## src/rtl/dm_access_ctrl.sv

```systemverilog
// rtl/dm_access_ctrl.sv - M-stage data-memory access sequencer
// Alignment check, byte-lane steering, bus handshake with timeout, and response capture.
module dm_access_ctrl #(
   parameter int TIMEOUT = 16,
   parameter int CNT_W   = 5
) (
   input  logic        clk,
   input  logic        reset,
   input  logic        req_valid,
   input  logic [2:0]  req_op,
   input  logic [31:0] req_addr,
   input  logic [31:0] req_wdata,
   input  logic        flush,
   input  logic        bus_ack,
   input  logic [31:0] bus_rdata,
   output logic        bus_req,
   output logic [31:0] m_data_addr,
   output logic [31:0] m_data_wdata,
   output logic [3:0]  m_data_byteen,
   output logic        stall,
   output logic        done,
   output logic [31:0] rdata,
   output logic [1:0]  ext_A,
   output logic [2:0]  ext_Op,
   output logic        exc_adel,
   output logic        exc_ades,
   output logic        bus_err
);

   typedef enum logic [1:0] {IDLE, BUSY, RESP} state_t;

   state_t           state;
   logic [CNT_W-1:0] cnt;
   logic             killed;

   logic             is_store;
   logic             misaligned;
   logic [3:0]       byteen_c;
   logic [31:0]      wdata_c;
   logic             kill_now;
   logic             busy_is_load;
   logic             last_wait;

   assign is_store  = req_op[0];
   assign kill_now  = killed | flush;
   assign last_wait = (cnt == CNT_W'(TIMEOUT - 1));
   // Loads are the only accesses issued with all byte enables clear.
   assign busy_is_load = (m_data_byteen == 4'b0000);
   assign stall = req_valid & ~flush & (state != RESP);

   always_comb begin
      misaligned = 1'b0;
      byteen_c   = 4'b0000;
      wdata_c    = req_wdata;
      case (req_op[2:1])
         2'b01: begin
            byteen_c = 4'b0001 << req_addr[1:0];
            wdata_c  = {4{req_wdata[7:0]}};
         end
         2'b10: begin
            misaligned = req_addr[0];
            byteen_c   = req_addr[1] ? 4'b1100 : 4'b0011;
            wdata_c    = {2{req_wdata[15:0]}};
         end
         default: begin
            misaligned = (req_addr[1:0] != 2'b00);
            byteen_c   = 4'b1111;
         end
      endcase
      if (!is_store) byteen_c = 4'b0000;
   end

   always_ff @(posedge clk) begin
      if (!reset) begin
         state         <= IDLE;
         cnt           <= '0;
         killed        <= 1'b0;
         bus_req       <= 1'b0;
         m_data_addr   <= '0;
         m_data_wdata  <= '0;
         m_data_byteen <= '0;
         done          <= 1'b0;
         rdata         <= '0;
         ext_A         <= '0;
         ext_Op        <= '0;
         exc_adel      <= 1'b0;
         exc_ades      <= 1'b0;
         bus_err       <= 1'b0;
      end else begin
         case (state)
            IDLE: begin
               if (req_valid && !flush) begin
                  if (misaligned) begin
                     state    <= RESP;
                     done     <= 1'b1;
                     exc_adel <= ~is_store;
                     exc_ades <= is_store;
                  end else begin
                     state         <= BUSY;
                     bus_req       <= 1'b1;
                     m_data_addr   <= {req_addr[31:2], 2'b00};
                     m_data_wdata  <= wdata_c;
                     m_data_byteen <= byteen_c;
                     ext_A         <= req_addr[1:0];
                     ext_Op        <= {req_op[2:1], 1'b0};
                     cnt           <= '0;
                     killed        <= 1'b0;
                  end
               end
            end
            BUSY: begin
               if (flush) killed <= 1'b1;
               // Ack wins over a timeout that expires in the same cycle.
               if (bus_ack) begin
                  bus_req <= 1'b0;
                  if (kill_now) begin
                     state  <= IDLE;
                     killed <= 1'b0;
                  end else begin
                     state <= RESP;
                     done  <= 1'b1;
                     if (busy_is_load) rdata <= bus_rdata;
                  end
               end else if (last_wait) begin
                  bus_req <= 1'b0;
                  if (kill_now) begin
                     state  <= IDLE;
                     killed <= 1'b0;
                  end else begin
                     state   <= RESP;
                     done    <= 1'b1;
                     bus_err <= 1'b1;
                  end
               end else begin
                  cnt <= cnt + CNT_W'(1);
               end
            end
            RESP: begin
               state    <= IDLE;
               done     <= 1'b0;
               exc_adel <= 1'b0;
               exc_ades <= 1'b0;
               bus_err  <= 1'b0;
            end
            default: state <= IDLE;
         endcase
      end
   end

endmodule

```

## config.mk

```make
export PLATFORM = sky130hd
export DESIGN_NAME = dm_access_ctrl
export DESIGN_NICKNAME = d
export VERILOG_FILES = /design/src/rtl/dm_access_ctrl.sv
export SDC_FILE = /design/constraint.sdc
export NUM_CORES = 1
export LEC_CHECK = 0
export CELL_PAD_IN_SITES_DETAIL_PLACEMENT = 1
export CELL_PAD_IN_SITES_GLOBAL_PLACEMENT = 1
export CORE_MARGIN = 3
export CORE_UTILIZATION = 31
export DETAILED_ROUTE_END_ITERATION = 7
export PLACE_DENSITY = 0.83
export SYNTH_ARGS = -nofsm -noshare
export SYNTH_HDL_FRONTEND = slang
export SYNTH_SLANG_ARGS = --single-unit
export TNS_END_PERCENT = 5
```

## constraint.sdc

```tcl
create_clock -name clk -period 3.5 [get_ports clk]
set_clock_uncertainty 0.15 [all_clocks]
set_input_delay 0.525 -clock clk [delete_from_list [all_inputs] [get_ports clk]]
set_output_delay 0.525 -clock clk [all_outputs]
set_load 0.01 [all_outputs]
```

==> run metrics <==
Util after Layout 50.7%; unique cell type count in the Yosys netlist 40; io pins 215; final net count 874; clock power share 46.7%; Worst Hold Slack 302 ps; Horiz. Die Dim 128 um; Tightest Hold Check Type register to register; total CTS buffers 17; Pins Over Slew Limit 0; largest net degree at the start of global routing 63; level count of the clock H-tree 4; Cell Area, Synth 4640 sq um; clk_lat worst skew 410 ps; commonest non-fill, non-tap cell in the layout clkdlybuf4s50_1; outcome finished, final reports clean; Cells after Synth 576; Final period util 76.3%; Die Y 128 um; Finished Layout Cells 963; Crit path largest cell delay 570 ps; Residual DRC 0; Net Sw Frac 23.9%; YS warnings 0; remaining antenna violation count 0; sequential cell area 2300 sq um; min Tclk post-route 2670 ps; register area share after synthesis 49.6%; wire length per cell 17.8 um; Placed Cells 931; number of diodes 0; dpl hpwl 12.5 mm; final wirelength 17.1 mm; Bufs on Longest Clock Path 2; power per cell area 475 nW/um^2; # Post-CTS Setup Buffers 0; first-pass detailed-route iteration total 4; area of the multi-input gates 2050 sq um; Data arrival, critical path 2000 ps; Worst Tran Pin Value 691 ps; crit end category output port; vias in the first global route 5049; grt total ovfl 0; Hold-fix buffers, CTS 0; Power, Total 3.51 mW; net switching power 0.838 mW; Resize count post-CTS 0; initial antenna violation count 0; FMAX 374 MHz; combinational share of power 13.7%; first-pass GRT wire length 26.6 mm; DRT iter0 DRCs 187; Setup Total Neg Slack 0 ps; CP cell instances clkdlybuf4s50_1, nand2b_1, a21oi_1, clkdlybuf4s50_1; critical path class primary input to output port; WP data required 2820 ps; port buffer count 211; final setup fails 0; global-route usage over all layers 20.5%; share of cells above drive strength 1 5.52%; final hold vios 0; Leak 2.57 nW; via count 4855; most used cell, CP clkdlybuf4s50_1; CTS tree done; core area 14600 sq um; CTS Root Cell clkbuf_16; slowest CP cell clkdlybuf4s50_1; critical path startpoint category primary input; Rows 44; FILL cells 1685; Reg clk slew, reported paths 50 ps; Via density 5.04; clock sink count 115; Synth Register Bits 115; peak supply drop 0.000303 V; area grow syn2layout 59.5%; Slew HR 53.9%; Sequential Power Share 39.6%; most frequent cells in the layout clkdlybuf4s50_1 (211), nand2_1 (154), dfxtp_1 (115), a21oi_1 (78), nor2_1 (34); RSZ-0062 raised after global routing false; Die ar. 16500 sq um; Max-Cap Viols 0; Starting Density 31.8%; Int Power 2.67 mW; GPL Wtd Cong 0.829; syn_area_per_cell 8.05 sq um; crit path max fanout 4
-- through the flow --
step / area [sq um] / setup slack, ps
3_3_place_gp: 6830 / 705
6_report: 7400 / 829
5_1_grt: 7400 / 711
4_1_cts: 7400 / 821
3_5_place_dp: 6830 / 533
2_1_floorplan: 4650 / 1410
-- power by group through the flow --
stage | clock (mW) | combinational [mW] | sequential, mW
6_report | 1.64 | 0.479 | 1.39
5_1_grt | 1.74 | 0.519 | 1.40
4_1_cts | 1.67 | 0.485 | 1.39
3_5_place_dp | 0 | 0.481 | 1.42
3_3_place_gp | 0 | 0.466 | 1.41
2_1_floorplan | 0 | 0.181 | 1.43
-- sequential cells by signal, summed over array words and instances, names as in the netlist --
name,flops
exc_ades,1
m_data_wdata,32
bus_req,1
killed,1
state,2
m_data_addr,30
done,1
ext_Op,2
bus_err,1
exc_adel,1
cnt,5
m_data_byteen,4
rdata,32
ext_A,2
-- kinds of logic (layout without fill, tap and decap cells) --
logic type | Yosys count | after routing | synth area share, %
fa+ha+maj | 4 | 4 | 1.08
xor+xnor | 1 | 1 | 0.189
simple gates | 241 | 241 | 22.8
flops | 115 | 115 | 49.6
buf+inv | 62 | 263 | 6.53
compound gates | 152 | 152 | 19.7
other cells | 1 | 3 | 0.0809
-- per-layer routing --
metal  vias up  global-route usage [%]  part of all wire, %
met5         -                       0                    0
met3        25                    8.96                  9.6
met4         0                    6.68                  1.7
met2       174                    34.2                   48
met1      2312                    23.6                   41
li1       2344                       -                    -
-- area by class of cell --
cell class / instances / area share, %
Sequential cell: 115 / 31.1
Clock buffer: 28 / 6.99
Tap cell: 184 / 3.11
Clock inverter: 4 / 0.609
Inverter: 11 / 0.575
Timing Repair Buffer: 220 / 29.8
Multi-Input combinational cell: 401 / 27.8
-- synthesized netlist by cell type (all sizes together) --
cell    count  share of area (%)
or4         1               0.16
nand2     154                 12
a22o        1               0.19
nand3      15                1.6
a2111o      1               0.24
a32oi       1               0.19
clkbuf     27                2.2
clkinv      1              0.081
nand4       4               0.54
inv        10               0.81
nand3b      1               0.16
and2        2               0.27
nor3       19                2.1
xnor2       1               0.19
or2         1               0.13
a21oi      78                8.4
o21ai      25                2.7
nor2b       2               0.27
o221a       1               0.24
o31ai      14                2.3
o22a        1               0.19
buf        24                3.5
nor2       34                2.8
a22oi       1               0.16
ha          4                1.1
nand4b      1               0.19
a211oi      8                1.3
nor4b       3                1.5
and3        2               0.27
a31oi       2               0.27
and4b       1               0.22
nand2b      1               0.13
dfxtp     115                 50
a221oi     18                3.4
a21o        1               0.16
conb        1              0.081
-- critical path: cells and delay by family --
kind	cells	cell delay (ps)
AO/OA/AOI/OAI	1	130
AND/OR/NAND/NOR	1	240
buffers and inverters	2	1100
-- final timing paths --
check	from	endpoint	slack, ps	depth (start not counted)
setup reg to reg	state[1]	m_data_wdata[12]	1340	5
hold / removal	rdata[25]	rdata[25]	300	2
hold reg to reg	rdata[25]	rdata[25]	300	2
setup / recovery	flush	stall	830	4
Note: power is estimated with default switching activity, not from simulation.
